**config.mk**
```make
export PLATFORM = sky130hd
export DESIGN_NAME = display_scan_decoder
export DESIGN_NICKNAME = d
export VERILOG_FILES = /design/src/rtl/display_pkg.sv /design/src/rtl/seg7_to_bcd.sv /design/src/rtl/display_scan_decoder.sv
export SDC_FILE = /design/constraint.sdc
export NUM_CORES = 1
export LEC_CHECK = 0
export BUFFER_PORTS_ARGS = -buffer_cell sky130_fd_sc_hd__buf_4
export CORE_ASPECT_RATIO = 0.6
export CORE_MARGIN = 1.5
export CORE_UTILIZATION = 62
export CTS_CLUSTER_DIAMETER = 120
export DETAILED_ROUTE_END_ITERATION = 8
export PLACE_DENSITY = 0.84
export SLEW_MARGIN = 20
export SYNTH_ARGS = -nofsm -noshare
export SYNTH_HDL_FRONTEND = slang
export SYNTH_HIERARCHICAL = 1
export SYNTH_SLANG_ARGS = --single-unit
```
**constraint.sdc**
```tcl
create_clock -name clk -period 7.3 [get_ports clk]
set_input_delay 0.365 -clock clk [delete_from_list [all_inputs] [get_ports clk]]
set_output_delay 0.365 -clock clk [all_outputs]
set_load 0.05 [all_outputs]
```
**src/rtl/display_pkg.sv**
```systemverilog
// Shared constants for the 7-segment scan decoder: segment code table,
// display slot indices and bus widths.
package display_pkg;

    localparam int SEG_W = 8;
    localparam int AN_W  = 4;
    localparam int VAL_W = 7;

    localparam logic [1:0] SLOT_BOT_T = 2'd0;
    localparam logic [1:0] SLOT_BOT_U = 2'd1;
    localparam logic [1:0] SLOT_ROL_T = 2'd2;
    localparam logic [1:0] SLOT_ROL_U = 2'd3;

    // Active-high ABCDEFG pattern for each decimal digit
    localparam logic [6:0] SEG_CODE [0:9] = '{
        7'b1111110, 7'b0110000, 7'b1101101, 7'b1111001, 7'b0110011,
        7'b1011011, 7'b1011111, 7'b1110000, 7'b1111111, 7'b1111011
    };

endpackage

```
**src/rtl/seg7_to_bcd.sv**
```systemverilog
// Combinational 7-segment (active-high ABCDEFG) to BCD decoder; valid is low
// for any pattern that is not one of the ten digit codes.
module seg7_to_bcd
    import display_pkg::*;
(
    input  logic [6:0] seg,
    output logic [3:0] bcd,
    output logic       valid
);

    always_comb begin
        bcd   = 4'd0;
        valid = 1'b0;
        for (int i = 0; i < 10; i++) begin
            if (seg == SEG_CODE[i]) begin
                bcd   = 4'(i);
                valid = 1'b1;
            end
        end
    end

endmodule

```
**src/rtl/display_scan_decoder.sv**
```systemverilog
// Readback monitor for the multiplexed 7-segment display: debounces each scanned
// pattern, decodes digits and rebuilds bottles/corks. Optional DISPLAY_SCAN_ERR_CNT_EN.
module display_scan_decoder
    import display_pkg::*;
#(
    parameter int unsigned STABLE_CYCLES = 2
) (
    input  logic             clk,
    input  logic             rst,
    input  logic [AN_W-1:0]  an_n,
    input  logic [SEG_W-1:0] seg_n,
    output logic [VAL_W-1:0] bottles,
    output logic [VAL_W-1:0] corks,
    output logic             frame_valid,
`ifdef DISPLAY_SCAN_ERR_CNT_EN
    output logic             seg_err,
    output logic [7:0]       err_count
`else
    output logic             seg_err
`endif
);

    function automatic logic [VAL_W-1:0] times10(input logic [3:0] x);
        logic [VAL_W-1:0] w;
        w = {3'b000, x};
        return (w << 3) + (w << 1);
    endfunction

    logic [AN_W+SEG_W-1:0] w_pins_p0;
    logic [AN_W+SEG_W-1:0] r_sample_p0;
    logic [4:0]            r_stab_p0;
    logic [4:0]            w_stab_next;
    logic                  w_accept;
    logic [AN_W-1:0]       w_an_low;
    logic                  w_blank;
    logic                  w_single;
    logic [6:0]            w_seg_ah;
    logic [3:0]            w_bcd;
    logic                  w_code_ok;
    logic [1:0]            w_slot;
    logic                  w_dig_ok;
    logic                  w_err;
    logic                  w_frame_done;
    logic [AN_W-1:0]       r_mask_p0;
    logic [3:0]            r_digit_p0 [0:3];
    logic [VAL_W-1:0]      r_bottles_p1;
    logic [VAL_W-1:0]      r_corks_p1;
    logic                  r_frame_vld_p1;
    logic                  r_seg_err_p1;

    // Stage 0: pin sampling and stability counting. The counter saturates at 16,
    // one past the largest legal STABLE_CYCLES, so a long dwell matches only once.
    always_comb begin
        w_pins_p0   = {an_n, seg_n};
        w_stab_next = 5'd1;
        if (w_pins_p0 == r_sample_p0)
            w_stab_next = (r_stab_p0 == 5'd16) ? 5'd16 : r_stab_p0 + 5'd1;
        w_accept = (w_stab_next == 5'(STABLE_CYCLES));
    end

    always_ff @(posedge clk) begin
        if (rst) begin
            r_sample_p0 <= '1;
            r_stab_p0   <= 5'd0;
        end else begin
            r_sample_p0 <= w_pins_p0;
            r_stab_p0   <= w_stab_next;
        end
    end

    assign w_an_low = ~an_n;
    assign w_blank  = (an_n == {AN_W{1'b1}});
    assign w_single = $onehot(w_an_low);
    assign w_seg_ah = ~seg_n[7:1];

    seg7_to_bcd u_dec (
        .seg   (w_seg_ah),
        .bcd   (w_bcd),
        .valid (w_code_ok)
    );

    always_comb begin
        w_slot = SLOT_BOT_T;
        case (w_an_low)
            4'b0010: w_slot = SLOT_BOT_U;
            4'b0100: w_slot = SLOT_ROL_T;
            4'b1000: w_slot = SLOT_ROL_U;
            default: w_slot = SLOT_BOT_T;
        endcase
        w_dig_ok     = w_accept && w_single && w_code_ok;
        w_err        = w_accept && !w_blank && !(w_single && w_code_ok);
        w_frame_done = (r_mask_p0 == 4'b1111);
    end

    always_ff @(posedge clk) begin
        if (w_dig_ok)
            r_digit_p0[w_slot] <= w_bcd;
    end

    always_ff @(posedge clk) begin
        if (rst)
            r_mask_p0 <= '0;
        else if (w_err)
            r_mask_p0 <= '0;
        else
            r_mask_p0 <= (w_frame_done ? 4'b0000 : r_mask_p0) | (w_dig_ok ? w_an_low : 4'b0000);
    end

    // Stage 1: frame combiner and event pulses
    always_ff @(posedge clk) begin
        if (rst) begin
            r_bottles_p1   <= '0;
            r_corks_p1     <= '0;
            r_frame_vld_p1 <= 1'b0;
            r_seg_err_p1   <= 1'b0;
        end else begin
            r_frame_vld_p1 <= w_frame_done;
            r_seg_err_p1   <= w_err;
            if (w_frame_done) begin
                r_bottles_p1 <= times10(r_digit_p0[SLOT_BOT_T]) + {3'b000, r_digit_p0[SLOT_BOT_U]};
                r_corks_p1   <= times10(r_digit_p0[SLOT_ROL_T]) + {3'b000, r_digit_p0[SLOT_ROL_U]};
            end
        end
    end

    assign bottles     = r_bottles_p1;
    assign corks       = r_corks_p1;
    assign frame_valid = r_frame_vld_p1;
    assign seg_err     = r_seg_err_p1;

`ifdef DISPLAY_SCAN_ERR_CNT_EN
    logic [7:0] r_err_cnt_p1;

    always_ff @(posedge clk) begin
        if (rst)
            r_err_cnt_p1 <= 8'd0;
        else if (w_err && r_err_cnt_p1 != 8'hFF)
            r_err_cnt_p1 <= r_err_cnt_p1 + 8'd1;
    end

    assign err_count = r_err_cnt_p1;
`endif

endmodule

```
======== Word-level counts from Yosys, hierarchy flattened ========
Memory sizes are Yosys's and may differ from the RTL's.
Cells that the tools add are included.
word-level totals
  memories ................................ 1
  input bits .............................. 14
  output and inout port bits .............. 16
  memory bits (writable) .................. 16
  register bits ........................... 37
  word-level logic and storage cells ...... 72
cells by class
  equal/unequal tests ..................... 19
  add/subtract/negate cells ............... 8
  bitwise gates (word level) .............. 3
  reductions and logical operators ........ 8
  mux-type cells .......................... 26
memories
  name        depth  bits a word  read ports  clocked after Yosys merged registers in  wr ports  RTL line                    text
  r_digit_p0  4      4            4           0                                        1         display_scan_decoder.sv:45  logic [3:0] r_digit_p0 [0:3];
operator list
  operator                                                               count
  7-bit equality test, second input constant                             8
  4-bit 2-to-1 mux                                                       4
  7-bit by 4-bit adder with 7-bit output                                 2
  7-bit by 5-bit adder with 7-bit output                                 2
  7-bit by 6-bit equality test with 1-bit output, second input constant  2
  1-bit 2-to-1 mux                                                       13
  12-bit equality test                                                   1
  4-bit equality test, second input constant                             3
  3-bit 2-to-1 mux                                                       4
  5-bit 2-to-1 mux                                                       2
  7-bit inverter                                                         1
  2-bit one-hot mux with 3 select lines                                  1
  5-bit by 1-bit adder with 5-bit output, second input constant          1
  5-bit by 2-bit equality test with 1-bit output, second input constant  1
  5-bit equality test, second input constant                             1
  1-bit logical AND                                                      5
  1-bit by 1-bit adder with 2-bit output                                 2
  4-bit by 2-bit equality test with 1-bit output, second input constant  1
  4-bit by 3-bit equality test with 1-bit output, second input constant  1
  2-bit 2-to-1 mux                                                       2
  4-bit inverter                                                         1
  4-bit OR                                                               1
  2-bit by 2-bit adder with 3-bit output                                 1
  3-bit by 1-bit equality test with 1-bit output, second input constant  1
  2 further kinds                                                        3

======== Longest topological paths before layout ========
  depth after elaboration ................. 16
  depth in mapped cells ................... 10
  mapped depth without buffers ............ 9

======== Modules after synthesis ========
The synthesis kept the hierarchy.
by module, submodules not included
  module                area an instance (um2)  cells an instance  instances  seq. area each (um2)
  display_scan_decoder  2451.1                  231                1          1221.2
  seg7_to_bcd           209.0                   29                 1          0.0

======== Worst setup path before layout ========
Ideal clock, no wire load.
  path type ............................... in2reg
  start ................................... in an_n[0]
  end ..................................... mem r_digit_p0[0][0] (enable)
  arrival time ............................ 2.399 ns
  required time ........................... 6.939 ns
  setup time .............................. 0.361 ns
  stages on the path ...................... 8
  setup slack ............................. 4.539 ns
  path buffers ............................ 0
  path through ............................ fa_1 > inv_1 > ha_1 > ha_1 > nor3_1 > nand3_2 > or2_4 > nor3_1
between the ends
  cells in the longest elaborated chain, start to end .. 8
  elaborated cells between the ends (all ways) .. 15
  those cells by class .................... 2 x add/sub; 6 x eq/ne; 4 x mux; 1 x bitwise; 2 x reduce/logical
ends and longest elaborated chain
  item                                                          RTL line                    text
  from (decl)                                                   display_scan_decoder.sv:10  input logic [AN_W-1:0] an_n,
  4-bit inverter                                                display_scan_decoder.sv:71  assign w_an_low = ~an_n;
  1-bit by 1-bit adder with 2-bit output (implied by the code)  display_scan_decoder.sv:73  assign w_single = $onehot(w_an_low);
  2-bit by 2-bit adder with 3-bit output (implied by the code)  display_scan_decoder.sv:73
  3-bit by 1-bit equality test with 1-bit output                display_scan_decoder.sv:73
  1-bit logical AND (2 in a row)                                display_scan_decoder.sv:90  w_dig_ok = w_accept && w_single && w_code_ok;
  1-bit 2-to-1 mux                                              display_scan_decoder.sv:96  if (w_dig_ok)
  1-bit 2-to-1 mux (implied by the code)                        display_scan_decoder.sv:97  r_digit_p0[w_slot] <= w_bcd;
  to (decl)                                                     display_scan_decoder.sv:45
Parallel ways exist; a longest one is shown, timed or not.

======== Worst setup path in the final report ========
  start ................................... in an_n[0]
  end ..................................... mem r_digit_p0[0][3] (enable)
Same word-level chain as after synthesis.

==> flow_summary.yaml <==
status:
  status: "finished, final reports clean"
floorplanning:
  rows: 18
  ioPinCount: 30
  die-area_mm2: 0.00471
  start_util_pct: 64.5
  core_mm2: 0.00412
  die_w_um: 87.6
  chipHeight_um: 53.7
worst_hold_path:
  hold_path_startpoint: "seg_n[0]"
  min_path_cells: 2
  hp-class: "primary input to flip-flop"
setup_path:
  ff2ff_path_depth: 5
  crit_arrival_ns: 2.73
  cp-startpoint: "an_n[0]"
  criticalPathCategory: "primary input to flip-flop"
  crit_path_max_fanout: 6
  critPathLaunchType: "primary input"
  reg2reg_from: "r_sample_p0[0]"
  crit_required_ns: 7.24
  crit_path_end_kind: "flip-flop"
grt:
  grt_max_degree: 26
  grt_pass1_vias: 1697
  grt.busiest_layer: "met1"
  grt.total_usage_pct: 22.9
  grt.met1_usage_pct: 34.6
  gr-total-overflow: 0
  antenna_found_initial: 0
  use_met2_pct: 34.2
  grt_use_met3_pct: 4.75
  grt_pass1_wl_mm: 8.07
cells_and_area:
  antennaDiodeCount: 0
  drive_gt1_share_pct: 16.0
  area_growth_pct: 13.2
  final_nets: 325
yosys:
  synth_cells: 260
  yosysUniqueCellTypes: 46
  synth_largest_area_cell: "dfxtp_1"
  ys_top_cells_by_count: "dfxtp_1 (37), nand2_1 (37), ha_1 (20), a21oi_1 (19), edfxtp_1 (16)"
  dominantRegCellSynth: "dfxtp_1"
  avgSynthCellArea_um2: 10.2
  yosys-top-cells-area: "dfxtp_1 (28%), edfxtp_1 (18%), ha_1 (9.4%), nand2_1 (5.2%), xor2_1 (4.9%)"
  ys_ff_latch: 53
  async_flop_share_pct: 0
  syn_nets: 299
  yosysSeqAreaShare_pct: 45.9
  synth_warnings: 6
  synthesis.area_mm2: 0.00266
  synth.top_cell.area_share_pct: 27.8
  synth_edf_count: 16
clocking:
  cts_resized: 0
  cts_max_level: 2
  cts_tree: "yes"
  cts_buffer_depth: 2
  cts.sinks: 53
  cts_made_buffers: 5
  ctsRootBufferMaster: "clkbuf_8"
  post_cts_buffers: 0
  path_clk_slew_ns: 0.10
  worstSkewPairLatency_ns: 0.30
  ctsHoldBuffers: 0
route:
  routed-via-count: 1929
  ant_nets: 0
  first_iter_violations: 141
  detail_route.first_pass.iterations: 4
  wl_mm: 5.04
  wl_per_cell_um: 14.5
  route.detailed.drc: 0
  viasPerCell: 5.56
placed_design:
  place.gp.congestion: 0.857
  portBuffers: 29
  dp_hpwl_mm: 3.69
  pre_cts_ws_ns: 4.21
timing:
  hold_viol_final: 0
  whs_ns: 0.261
  fin_worst_skew_ns: 0.0101
  worst_slack_ns: 4.51
  fin_crit_sh_pct: 38.2
  setup_tns_ns: 0
  maxSlewViolCount: 0
  worstMarginPinSlew_ns: 0.678
  setup-violations-final: 0
  fin_crit_ns: 2.79
  fmax_mhz: 358
  rsz0062_at_grt: "no"
  slew_headroom_pct: 54.7
pwr:
  combPwrFrac_pct: 7.0
  power_frac_clock_pct: 36.7
  p_switching_uw: 122
  pwr-share-seq_pct: 56.3
  intPower_uw: 424
  leakagePower_uw: 0.00132
  total_power_uw: 546
  peakVddDrop_v: 0.0000875
  p_sw_share_pct: 22.3
  p_per_area_mw_per_mm2: 181
job:
  drv_cap: 0
## per-stage QoR
| step | instances | util (%) | cell area [um^2] |
|---|---|---|---|
| after floorplan | 260 | - | 2660 |
| after global placement | 339 | 70.3 | 2900 |
| after detailed placement | 339 | 70.3 | 2900 |
| after CTS | 347 | 73.0 | 3010 |
| after global routing | 347 | 73.0 | 3010 |
| final | 347 | 73.0 | 3010 |
## registers in the layout, indices dropped and copies added, names as in the netlist
name and count:
seg_err 1, r_digit_p0 16, r_mask_p0 4, r_stab_p0 5, frame_valid 1, corks 7
r_sample_p0 12, bottles 7
## metal layers
layer	share of wire [%]	wire [um]	vias to the layer above
met5	0	0	-
met4	0.32	16	0
met3	6.6	335	2
met2	43	2170	59
met1	50	2520	915
li1	-	-	953
## critical path: stages
cell     delay, ns
buf_4         0.14
fa_1          0.53
inv_1         0.05
ha_1          0.17
ha_1          0.26
nor3_1        0.27
nand3_2       0.18
or2_4         0.29
nor3_1        0.47
## power by group through the flow
stage          Combinational (uW)  Clock [uW]  Sequential (uW)
2_1_floorplan                24.9           0              314
3_3_place_gp                 36.3           0              314
3_5_place_dp                 37.3           0              314
4_1_cts                      37.6         203              307
5_1_grt                      42.1         214              308
6_report                     38.2         200              307
## cells in the final DEF (no fill, tap or decap), types with 2 or more instances in the layout
master,synthesis,layout
ha_1,20,20
and4bb_1,2,2
a211oi_1,3,3
nor4_1,5,5
o21ai_1,2,2
xnor2_1,8,8
and4b_1,2,2
and2_1,4,4
or2_2,3,3
nor3_1,10,10
clkbuf_8,0,5
nor2_1,11,11
a21oi_1,19,19
a21o_1,4,4
nand3_1,6,6
edfxtp_1,16,16
buf_4,0,29
nand4_1,2,2
dfxtp_1,37,37
nand2_1,37,37
xor2_1,15,15
o21a_1,4,4
inv_1,14,14
fa_1,5,5
## worst paths after layout
check | endpoint | slack, ns
setup / recovery | r_digit_p0[0][3] | 4.51
hold / removal | r_sample_p0[0] | 0.26
setup reg to reg | r_digit_p0[0][3] | 4.71
hold reg to reg | bottles[5] | 0.46
## final cells by class
class / count / area, um^2
Sequential cell: 53 / 1220
Clock buffer: 5 / 68.8
Tap cell: 60 / 75.1
Fill cell: 296 / 1110
Clock inverter: 3 / 43.8
Multi-Input combinational cell: 182 / 1330
Timing Repair Buffer: 29 / 218
Inverter: 15 / 56.3
## logic make-up (layout without fill, tap and decap cells)
family,after synthesis,after routing,synth area share [%]
compound gates,39,39,9.17
simple gates,93,93,19.1
flops,53,53,45.9
xor+xnor,23,23,7.57
buf+inv,25,52,4.19
fa+ha+maj,25,25,13.2
mux,2,2,0.941
Power figures use the tool's default switching activity.
